[src/rtl/cam_capture_writer.sv]
// cam_capture_writer
//   Captures 8-bit camera pixels (two bytes per pixel), subsamples them by
//   DECIM in both axes and writes 16-bit formatted pixels into one of two
//   frame-buffer banks. Bank ownership is handed to a reader via Frame_Done_o
//   and returned with Frame_Ack_i. When no bank is free, the frame is
//   dropped and counted.
// Ports:
//   Clk_i, Reset_i (async, active-low)       pixel clock and reset
//   Enable_i                                 capture enable
//   Vsync_i, Href_i, Data_i                  camera timing and byte bus
//   Mode_i                                   00 RGB565, 01 RGB444, 10 Y8, 11 as 00
//   Frame_Ack_i, Ack_Bank_i                  reader releases a bank
//   Wr_En_o, Wr_Bank_o, Wr_Addr_o, Wr_Data_o frame-buffer write port
//   Frame_Done_o, Ready_Bank_o               completed-frame pulse and its bank
//   Frame_Err_o                              aborted-frame pulse
//   Overrun_o, Dropped_o                     sticky drop flag, saturating drop count
module cam_capture_writer #(
    parameter int unsigned SRC_W  = 640,
    parameter int unsigned SRC_H  = 480,
    parameter int unsigned DECIM  = 4,
    parameter int unsigned ADDR_W = 15
) (
    input  logic              Clk_i,
    input  logic              Reset_i,
    input  logic              Enable_i,
    input  logic              Vsync_i,
    input  logic              Href_i,
    input  logic [7:0]        Data_i,
    input  logic [1:0]        Mode_i,
    input  logic              Frame_Ack_i,
    input  logic              Ack_Bank_i,
    output logic              Wr_En_o,
    output logic              Wr_Bank_o,
    output logic [ADDR_W-1:0] Wr_Addr_o,
    output logic [15:0]       Wr_Data_o,
    output logic              Frame_Done_o,
    output logic              Ready_Bank_o,
    output logic              Frame_Err_o,
    output logic              Overrun_o,
    output logic [7:0]        Dropped_o
);

    localparam int unsigned COL_W = $clog2(SRC_W + 1);
    localparam int unsigned ROW_W = $clog2(SRC_H + 1);
    localparam logic [COL_W-1:0] COL_MAX  = COL_W'(SRC_W);
    localparam logic [ROW_W-1:0] ROW_MAX  = ROW_W'(SRC_H);
    // DECIM is a power of two, so "mod DECIM" is a mask of the low bits.
    localparam logic [COL_W-1:0] COL_MASK = COL_W'(DECIM - 1);
    localparam logic [ROW_W-1:0] ROW_MASK = ROW_W'(DECIM - 1);

    typedef enum logic [1:0] {IDLE, WAIT_VS, CAPTURE, DROP} state_t;

    state_t             state_q;
    logic               vs_q, vs_d1_q, href_q, href_d1_q;
    logic [7:0]         data_q, b1_q;
    logic               phase_q;
    logic [1:0]         mode_q;
    logic [COL_W-1:0]   col_q;
    logic [ROW_W-1:0]   row_q;
    logic [ADDR_W-1:0]  addr_q;
    logic               cur_bank_q, ready_q;
    logic [1:0]         full_q, full_d;
    logic               wr_en_q, wr_bank_q, done_q, err_q, overrun_q;
    logic [ADDR_W-1:0]  wr_addr_q;
    logic [15:0]        wr_data_q, pix_fmt;
    logic [7:0]         dropped_q;

    logic vs_rise, vs_fall, href_fall, tgt_bank, done_now, pix_keep;

    assign vs_rise   = vs_q & ~vs_d1_q;
    assign vs_fall   = ~vs_q & vs_d1_q;
    assign href_fall = ~href_q & href_d1_q;
    assign tgt_bank  = ~ready_q;
    assign done_now  = Enable_i && (state_q == CAPTURE) && vs_rise && (row_q == ROW_MAX);
    assign pix_keep  = (col_q < COL_MAX) && (row_q < ROW_MAX) &&
                       ((col_q & COL_MASK) == '0) && ((row_q & ROW_MASK) == '0);

    always_comb begin
        case (mode_q)
            2'b01:   pix_fmt = {4'h0, b1_q[3:0], data_q};
            2'b10:   pix_fmt = {8'h00, b1_q};
            default: pix_fmt = {b1_q, data_q};
        endcase
    end

    // Completion and release may land in the same cycle; an ack naming the
    // bank being captured is ignored, so the two never target the same flag.
    always_comb begin
        full_d = full_q;
        if (done_now)
            full_d[cur_bank_q] = 1'b1;
        if (Frame_Ack_i && !((state_q == CAPTURE) && (Ack_Bank_i == cur_bank_q)))
            full_d[Ack_Bank_i] = 1'b0;
    end

    always_ff @(posedge Clk_i or negedge Reset_i) begin
        if (!Reset_i) begin
            state_q    <= IDLE;
            vs_q       <= 1'b0;
            vs_d1_q    <= 1'b0;
            href_q     <= 1'b0;
            href_d1_q  <= 1'b0;
            data_q     <= '0;
            b1_q       <= '0;
            phase_q    <= 1'b0;
            mode_q     <= '0;
            col_q      <= '0;
            row_q      <= '0;
            addr_q     <= '0;
            cur_bank_q <= 1'b0;
            ready_q    <= 1'b1;
            full_q     <= '0;
            wr_en_q    <= 1'b0;
            wr_bank_q  <= 1'b0;
            wr_addr_q  <= '0;
            wr_data_q  <= '0;
            done_q     <= 1'b0;
            err_q      <= 1'b0;
            overrun_q  <= 1'b0;
            dropped_q  <= '0;
        end else begin
            vs_q      <= Vsync_i;
            vs_d1_q   <= vs_q;
            href_q    <= Href_i;
            href_d1_q <= href_q;
            data_q    <= Data_i;
            full_q    <= full_d;
            wr_en_q   <= 1'b0;
            done_q    <= 1'b0;
            err_q     <= 1'b0;

            phase_q <= href_q ? ~phase_q : 1'b0;
            if (href_q && !phase_q)
                b1_q <= data_q;

            if (!Enable_i) begin
                if (state_q == CAPTURE)
                    err_q <= 1'b1;
                state_q <= IDLE;
            end else begin
                case (state_q)
                    IDLE: state_q <= WAIT_VS;
                    WAIT_VS: begin
                        if (vs_fall) begin
                            cur_bank_q <= tgt_bank;
                            mode_q     <= Mode_i;
                            col_q      <= '0;
                            row_q      <= '0;
                            addr_q     <= '0;
                            state_q    <= full_q[tgt_bank] ? DROP : CAPTURE;
                        end
                    end
                    CAPTURE: begin
                        if (vs_rise) begin
                            if (row_q == ROW_MAX) begin
                                ready_q <= cur_bank_q;
                                done_q  <= 1'b1;
                            end else begin
                                err_q <= 1'b1;
                            end
                            state_q <= WAIT_VS;
                        end else begin
                            if (href_q && phase_q) begin
                                if (col_q != COL_MAX)
                                    col_q <= col_q + 1'b1;
                                if (pix_keep) begin
                                    wr_en_q   <= 1'b1;
                                    wr_bank_q <= cur_bank_q;
                                    wr_addr_q <= addr_q;
                                    wr_data_q <= pix_fmt;
                                    addr_q    <= addr_q + 1'b1;
                                end
                            end
                            if (href_fall) begin
                                col_q <= '0;
                                if (row_q != ROW_MAX)
                                    row_q <= row_q + 1'b1;
                            end
                        end
                    end
                    DROP: begin
                        if (vs_rise) begin
                            overrun_q <= 1'b1;
                            if (dropped_q != 8'hFF)
                                dropped_q <= dropped_q + 8'd1;
                            state_q <= WAIT_VS;
                        end
                    end
                    default: state_q <= IDLE;
                endcase
            end
        end
    end

    assign Wr_En_o      = wr_en_q;
    assign Wr_Bank_o    = wr_bank_q;
    assign Wr_Addr_o    = wr_addr_q;
    assign Wr_Data_o    = wr_data_q;
    assign Frame_Done_o = done_q;
    assign Ready_Bank_o = ready_q;
    assign Frame_Err_o  = err_q;
    assign Overrun_o    = overrun_q;
    assign Dropped_o    = dropped_q;

endmodule

[config.mk]
export PLATFORM = sky130hd
export DESIGN_NAME = cam_capture_writer
export DESIGN_NICKNAME = d
export VERILOG_FILES = /design/src/rtl/cam_capture_writer.sv
export SDC_FILE = /design/constraint.sdc
export NUM_CORES = 1
export LEC_CHECK = 0
export CAP_MARGIN = 20
export CORE_UTILIZATION = 60
export DETAILED_ROUTE_END_ITERATION = 12
export PLACE_DENSITY_LB_ADDON = 0.12
export SYNTH_ARGS = -nofsm -noshare
export SYNTH_HDL_FRONTEND = slang
export SYNTH_SLANG_ARGS = --single-unit
[constraint.sdc]
create_clock -name Clk_i -period 3.3 [get_ports Clk_i]
set_clock_uncertainty 0.2 [all_clocks]
set_input_delay 0.495 -clock Clk_i [delete_from_list [all_inputs] [get_ports Clk_i]]
set_output_delay 0.495 -clock Clk_i [all_outputs]
set_load 0.1 [all_outputs]
==> Word-level counts from Yosys, hierarchy flattened <==
Index checks and enable logic that the tools add are counted.
{ "totals": {"wordCells": 139, "romBits": 0, "ram_bits": 0, "latch_bits": 0, "out_inout_bits": 45, "inputBits": 17, "ff_bits": 107, "memories": 0} }
{ "op_classes": {"multipliers": 0, "n_reduce_logical": 28, "n_eq_ne": 20, "mux": 45, "bitwise": 12, "div_mod_pow": 0, "n_addsub": 4, "order_cmp": 7, "n_shift": 0} }
{ "ops": {"columns": ["op", "n"], "rows": [
  ["$mux W15", 4],
  ["$mux W10", 5],
  ["$mux W9", 4],
  ["$pmux W16 S2", 1],
  ["$pmux W15 S2", 1],
  ["$mux W1", 20],
  ["$pmux W10 S2", 1],
  ["$pmux W9 S2", 1],
  ["$reduce_and A6 Y1", 3],
  ["$add A15 B1 Y15 const B", 1],
  ["$logic_and A1 B1 Y1", 12],
  ["$add A10 B1 Y10 const B", 1],
  ["$logic_not A10 Y1", 1],
  ["$lt A10 B10 Y1 const B", 1],
  ["$mux W2", 5],
  ["$ne A10 B10 Y1 const B", 1],
  ["$add A9 B1 Y9 const B", 1],
  ["$eq A9 B9 Y1 const B", 1],
  ["$logic_not A9 Y1", 1],
  ["$lt A9 B9 Y1 const B", 1],
  ["$ne A3 B2 Y1 const B", 3],
  ["$ne A9 B9 Y1 const B", 1],
  ["$add A8 B1 Y8 const B", 1],
  ["$ne A2 B2 Y1 const B", 4],
  ["23 further kinds", 41]
]} }

==> Depth between registers and ports, before layout <==
Gate-level depths: netlist of the first run.
{ "depth": {"ltp_word": 9, "ltp_mapped": 9, "ltp_nobuf": 6} }

==> Worst setup path after synthesis of the first run <==
OpenSTA, ideal clock, no wires.
{ "synth_timing": {"path_kind": "register to register", "start": "reg dropped_q[0] (netlist: Dropped_o[0])", "end": "reg dropped_q[1] (netlist: Dropped_o[1])", "required_time_ns": 2.974, "n_path_buf": 0, "path_slack_ns": 1.042, "period_less_slack_ns": 2.258, "setup_ns": 0.126, "stages_incl_launch_ff": 4, "arrival_ns": 1.932, "cell_sequence": "dfrtp_1 ha_1 a41oi_1 mux2_2"} }
{ "synth_between": {"elab_chain_cells": 2, "word_cells_on_any_way": 3, "classes_between": "add/sub (1); eq/ne (1); reduce/logical (1)"} }
{ "synth_lines": {"columns": ["element", "line_no", "source"], "rows": [
  ["from (decl)", "66", "logic [7:0] dropped_q;"],
  ["from (signal assigned)", "185", "dropped_q <= dropped_q + 8'd1;"],
  ["parallel branches: the longest is 2 deep, another holds $add A8 B1 Y8", null, null]
]} }
Several ways; the timed one is not identified.
A chain may end at the register's enable or synchronous reset.

==> Worst setup path after layout of the first run <==
{ "layout_timing": {"start": "reg state_q[0]", "end": "reg addr_q[5]"} }
{ "layout_between": {"elab_chain_cells": 3, "word_cells_on_any_way": 9, "classes_between": "eq/ne (6); mux (1); reduce/logical (2)"} }
{ "layout_lines": {"columns": ["element", "line_no", "source"], "rows": [
  ["from (decl)", "53", "state_t state_q;"],
  ["from (signal assigned)", "150", "state_q <= full_q[tgt_bank] ? DROP : CAPTURE;"],
  ["$eq A2 B2 Y1 / $eq A2 B1 Y1 (equally long branches)", "141", "case (state_q)"],
  ["$ne A2 B1 Y1 (no line), or another cell as far along", null, null],
  ["$reduce_and A6 Y1 (no line)", null, null],
  ["to (signal assigned)", "171", "addr_q <= addr_q + 1'b1;"],
  ["to (decl)", "60", "logic [ADDR_W-1:0] addr_q;"]
]} }
Several ways; a longest one is shown, not always the timed one.

==> results of run 1 <==
power by group through the flow:
stage / registers, mW / clock network [mW] / logic [mW]
after floorplan: 1.74 / 0 / 0.280
after global placement: 1.49 / 0 / 0.712
after detailed placement: 1.49 / 0 / 0.727
after CTS: 1.47 / 0.869 / 0.732
after global routing: 1.48 / 0.910 / 0.778
final: 1.47 / 0.843 / 0.727
flip-flops by register name, indices dropped and copies added, names as in the netlist, 8 cells and up:
| name | flops |
|---|---|
| addr_q | 15 |
| data_q | 8 |
| b1_q | 8 |
| Wr_Addr_o | 15 |
| Dropped_o | 8 |
| row_q | 9 |
| Wr_Data_o | 16 |
| col_q | 10 |
metrics by stage:
| step | setup slack [ps] | utilization | std cells |
|---|---|---|---|
| final | 747 | 0.722 | 624 |
| after global routing | 564 | 0.722 | 624 |
| after CTS | 741 | 0.722 | 624 |
| after detailed placement | 589 | 0.694 | 607 |
| after global placement | 655 | 0.694 | 607 |
| after floorplan | 1040 | - | 454 |
logic make-up (layout without fill, tap and decap cells):
| logic type | after synthesis | in the layout |
|---|---|---|
| AO/OA/AOI/OAI | 96 | 96 |
| XOR/XNOR | 7 | 7 |
| adder cells (fa/ha/maj) | 11 | 11 |
| buffers and inverters | 47 | 112 |
| flip-flops | 107 | 107 |
| multiplexers | 49 | 49 |
| AND/OR/NAND/NOR | 137 | 137 |
final timing paths:
path,startpoint,to,slack [ps],depth (start not counted)
worst max register to register,state_q[0]$_DFFE_PN0P_,addr_q[5]$_DFFE_PN0P_,750,8
worst min register to register,Overrun_o$_DFFE_PN0P_,Overrun_o$_DFFE_PN0P_,280,1
worst max-delay path,state_q[0]$_DFFE_PN0P_,addr_q[5]$_DFFE_PN0P_,750,8
max in group asynchronous,Reset_i,Ready_Bank_o$_DFFE_PN1P_,1690,3
worst min-delay path,Overrun_o$_DFFE_PN0P_,Overrun_o$_DFFE_PN0P_,280,1
min in group asynchronous,Reset_i,Dropped_o[2]$_DFFE_PN0P_,440,2
layout make-up:
cell class	instances	area, µm²	area share
well taps	105	131	0.0219
inverters	27	101	0.0169
flip-flops and latches	107	2680	0.447
clock inverters	7	96.3	0.0161
clock buffers	9	124	0.0207
repair buffers	69	558	0.0932
multi-input cells	300	2300	0.384
worst max-delay path: cells and delay by family, from the launching register on:
family | cells | cell delay (ps)
fa+ha+maj | 1 | 200
compound gates | 3 | 540
buf+inv | 3 | 570
simple gates | 1 | 530
flops | 1 | 420
layer usage:
| metal | vias up | part of all wire |
|---|---|---|
| met3 | 10 | 0.037 |
| met2 | 88 | 0.50 |
| met5 | - | 0 |
| li1 | 1836 | - |
| met4 | 0 | 0.010 |
| met1 | 1983 | 0.45 |
placed cells by master, fill, tap and decap left out, types with 5 or more instances in the layout:
cell type / n
a21oi_1: 13
a22o_1: 8
and3_1: 12
and4_1: 6
buf_4: 53
clkbuf_8: 9
clkdlybuf4s50_1: 15
dfrtp_1: 106
ha_1: 11
inv_1: 27
mux2_2: 36
mux2i_1: 13
nand2_1: 33
nand2b_1: 7
nand3_1: 15
nand4_1: 11
nor2_1: 6
nor4_1: 5
o211ai_1: 9
o21ai_0: 11
o221ai_1: 5
o31ai_1: 15
or4_1: 11
xnor2_1: 5
timing repair:
item                                    in CTS  in global routing
hold buffers                                 1                  0
hold endpoints to repair                    45                  0
endpoints found under the setup margin       0                  0
gates resized for setup                      0                  0
==> flow_metrics.tcl, run 1 <==
set metrics [dict create \
    start_kind "flop" \
    seqPwrFrac 0.483 \
    synth_top_family_by_area "simple AND/OR/NAND/NOR gates" \
    grt_util_met1 0.365 \
    p_int_mw 1.92 \
    period_needed_ps 2550 \
    cts_setup_buffers 0 \
    grt_setup_unrepaired "no" \
    muxShareOfSynthArea 0.103 \
    n_fill_cell 618 \
    path_class "reg2reg" \
    status "finished clean" \
    worst_hold_path_type "reg2reg" \
    placed_cell_area_um2 5760 \
    fp.dieW_um 95.0 \
    ys_seq_elements 107 \
    synthArstFlopShare 1.00 \
    cap_viol_max_count 0 \
    combinationalPowerShare 0.239 \
    dp_hpwl_mm 7.47 \
    synth.most_common_cell "dfrtp_1" \
    gp_congestion 0.853 \
    synth_edf_count 0 \
    clkTransAtPathRegs_ps 110 \
    clockRootBuffer "clkbuf_8" \
    yosysWarnings 0 \
    io_pins 62 \
    cts.sinks 107 \
    p_leak_nw 2.83 \
    synth_common_cells "106 x dfrtp_1, 36 x mux2_2, 33 x nand2_1" \
    drc 0 \
    grt_antenna_before_repair 0 \
    clkPwrFrac 0.277 \
    grt_util_met2 0.433 \
    synthAdderAreaFrac 0.0266 \
    switching_share 0.368 \
    hold_viol 0 \
    avgRoutedWirePerCell_um 17.5 \
    cp.arrival_ps 2650 \
    holdWs_ps 281 \
    initialDrtViolationCount 243 \
    drive_gt1_frac 0.229 \
    synth_top_area_frac 0.512 \
    cp_slowest_stage_delay_ps 530 \
    synth_fp_nets 482 \
    synth_xor_area_frac 0.0118 \
    grt_pass1_wl_mm 18.5 \
    netlist_area_um2 5180 \
    design_area_um2 5990 \
    yosysSeqAreaShare 0.517 \
    grt_use_total 0.266 \
    die_height_um 95.0 \
    fp.dieArea_um2 9020 \
    ys_top_cells_by_area "dfrtp_1 51%, mux2_2 7.8%, ha_1 2.7%" \
    p_sw_mw 1.12 \
    wl_mm 10.9 \
    synth_ff_type "dfrtp_1" \
    synth-compound-area-share 0.140 \
    path_cells "inv_1 -> ha_1 -> buf_4 -> a21oi_4 -> o211ai_1 -> buf_4 -> or4_1 -> a21oi_1" \
    finalSetupViolCount 0 \
    syn_avg_cell_area_um2 11.4 \
    tns_ps 0 \
    tightest_slew_ps 921 \
    htreeDepth 3 \
    layout.nets 542 \
    numPortBuffers 61 \
    ys_types 66 \
    core_area_um2 8300 \
    cts_inserted_buffers 9 \
    rows 33 \
    grt_start_max_net_pins 49 \
    clockBufferDepth 2 \
    synth_area_leader_cell "dfrtp_1" \
    clock.fmax_ghz 0.392 \
    insertion_delay_ps 380 \
    crit_fanout 34 \
    diodes 0 \
    grt_remaining_overflow 0 \
    synth-simple-area-share 0.161 \
    crit_path_top_delay_cell "or4_1" \
    grt_busiest_layer "met2" \
    ant_nets 0 \
    initial_utilization 0.625 \
    cts_tree "built" \
    ir_drop_mv 0.411 \
    vias_per_cell 6.28 \
    worstSetupEndpointType "flop" \
    required_ps 3400 \
    num_vias 3917 \
    area_growth_syn_to_layout_pct 15.5 \
    syn_inst 454 \
    grtUsageMet3 0.0475 \
    maxSlewHeadroom 0.384 \
    grt_pass1_vias 3877 \
    drv_slew 0 \
    dr.pass1.iters 5 \
    powerDensity_nw_per_um2 507 \
    power_mw 3.04 \
    cpMostUsedCell "buf_4" \
    period_share 0.774 \
]
No activity file was read; power rests on OpenSTA's default activity.
==> run 2: changes to the inputs <==
- CORE_UTILIZATION: 60 -> 56
- clock period: 3.3 -> 2.5 ns (I/O delays scaled with it)
==> run 2 against run 1 <==
Global-route usage fell by 1.5 points. Maximum frequency grew 7.7%. Final cell count rose by 2.9%. Worst setup slack lost 620 ps. Clock power up 23%. Via count is 0.15% higher. Sequential cell count stayed put. Critical path depth fell by 1. Register-to-register slack got worse by 620 ps. Clock-buffer cell count rose by 1. Combinational power rose by 36%. Worst hold slack got worse by 51 ps. Largest power group unchanged. Highest routed layer unchanged.
==> flow_metrics.tcl, run 2 (synthesis results as in run 1) <==
set metrics [dict create \
    grt_pass1_wl_mm 19.3 \
    start_kind "flop" \
    wl_met1_mm 5.05 \
    grt_pass1_vias 3921 \
    drc 0 \
    cts.sinks 107 \
    fp.dieArea_um2 9650 \
    initial_utilization 0.586 \
    crit_fanout 34 \
    finalSetupViolCount 0 \
    tightest_slew_ps 486 \
    tns_ps 0 \
    vias_per_cell 6.11 \
    powerDensity_nw_per_um2 649 \
    multi_input_comb_area_um2 2300 \
    htreeDepth 3 \
    dr.pass1.iters 7 \
    layout.nets 557 \
    holdWs_ps 230 \
    numPortBuffers 61 \
    whs_endpoint "data_q[0]$_DFF_PN0_" \
    rr_endpoint "addr_q[4]$_DFFE_PN0P_" \
    largest_reg_flops 16 \
    cp.arrival_ps 2460 \
    p_leak_nw 2.91 \
    clockRootBuffer "clkbuf_8" \
    highest_layer "met4" \
    period_share 0.948 \
    grt_start_max_net_pins 52 \
    worstSetupEndpointType "flop" \
    r2r_start "state_q[0]$_DFFE_PN0P_" \
    required_ps 2590 \
    diodes 0 \
    area_growth_syn_to_layout_pct 18.0 \
    wl_mm 11.1 \
    cts_inserted_buffers 9 \
    period_needed_ps 2370 \
    final_cell_mix "106 x dfrtp_1, 65 x buf_4, 36 x mux2_2" \
    dp_hpwl_mm 7.76 \
    gp_congestion 0.837 \
    final_common_cell "dfrtp_1" \
    hp-start "Data_i[0]" \
    wl_met3_um 533 \
    met2_length_mm 5.44 \
    grt_use_total 0.251 \
    n_fill_cell 686 \
    regArea_um2 2680 \
    num_vias 3923 \
    maxSlewHeadroom 0.674 \
    worstHoldPathCells 1 \
    avgRoutedWirePerCell_um 17.3 \
    drv_slew 0 \
    drive_gt1_frac 0.253 \
    fp.dieW_um 98.2 \
    initialDrtViolationCount 280 \
    ant_nets 0 \
    reg2reg_depth 7 \
    grt_antenna_before_repair 0 \
    core_area_um2 8850 \
    path_class "reg2reg" \
    die_height_um 98.2 \
    clock.fmax_ghz 0.422 \
    clkTransAtPathRegs_ps 100 \
    rows 34 \
    grt_setup_unrepaired "no" \
    grt_remaining_overflow 0 \
    hold_viol 0 \
    rrSetupSlack_ps 130 \
    status "finished clean" \
    worst_hold_path_type "in2reg" \
    cts_tree "built" \
    insertion_delay_ps 370 \
    cap_viol_max_count 0 \
    io_pins 62 \
    clockBufferDepth 2 \
    ir_drop_mv 0.537 \
]
## run 2: cell types whose count changed in the layout (fill, tap and decap cells not counted), moves of 3 or more
cell,delta
buf_4,+12
buf_12,+3
clkinv_8,-3
inv_6,+3
## run 2: critical path, cell delays in order (launching register included)
cell      delay, ps
dfrtp_1         410
inv_1            60
ha_1            310
and2b_1         240
o211ai_1        180
buf_12          220
or4_1           500
a21oi_1         170
## run 2: worst max path at each step
stage / slack (ps) / to / from
2_1_floorplan: 240 / Dropped_o[1]$_DFFE_PN0P_ / Dropped_o[0]$_DFFE_PN0P_
3_3_place_gp: 130 / col_q[3]$_DFFE_PN0P_ / Enable_i
3_5_place_dp: 60 / col_q[3]$_DFFE_PN0P_ / Enable_i
4_1_cts: 110 / addr_q[4]$_DFFE_PN0P_ / row_q[0]$_DFFE_PN0P_
5_1_grt: 0.2 / addr_q[4]$_DFFE_PN0P_ / row_q[0]$_DFFE_PN0P_
6_report: 130 / addr_q[4]$_DFFE_PN0P_ / state_q[0]$_DFFE_PN0P_
## run 2: final cells by class
| cell class | instances | share of cell area |
|---|---|---|
| timing repair buffer | 84 | 0.116 |
| clock inverter | 6 | 0.00880 |
| tap | 108 | 0.0221 |
| sequential | 107 | 0.438 |
| clock buffer | 10 | 0.0225 |
| multi-input combinational | 300 | 0.376 |
| inverter | 27 | 0.0166 |
## run 2: per-stage QoR
stage	power [mW]	cells	instance area (µm²)	utilization	setup slack, ps
2_1_floorplan	2.67	454	5180	-	242
3_3_place_gp	2.93	624	5900	0.667	129
3_5_place_dp	2.96	624	5900	0.667	64.5
4_1_cts	4.00	641	6110	0.690	109
5_1_grt	4.16	642	6110	0.691	0.172
6_report	3.97	642	6110	0.691	130
## run 2: power by group
group | switching [mW] | internal [mW] | leakage (nW) | total, mW
registers | 0.0995 | 1.84 | 1.39 | 1.94
logic | 0.685 | 0.306 | 1.42 | 0.990
clock network | 0.626 | 0.414 | 0.102 | 1.04
## run 2: repair_timing
| item | in CTS | in global routing |
|---|---|---|
| endpoints found under the setup margin | 0 | 5 |
| endpoints found under the hold margin | 33 | 0 |
| setup buffers | 0 | 1 |
| hold buffers | 1 | 0 |
| resized for setup | 0 | 1 |
## run 2: metal layers
metal	vias to the layer above	track usage
met3	12	0.0530
met2	109	0.408
li1	1852	-
met5	-	0
met1	1950	0.348
met4	0	0.0597
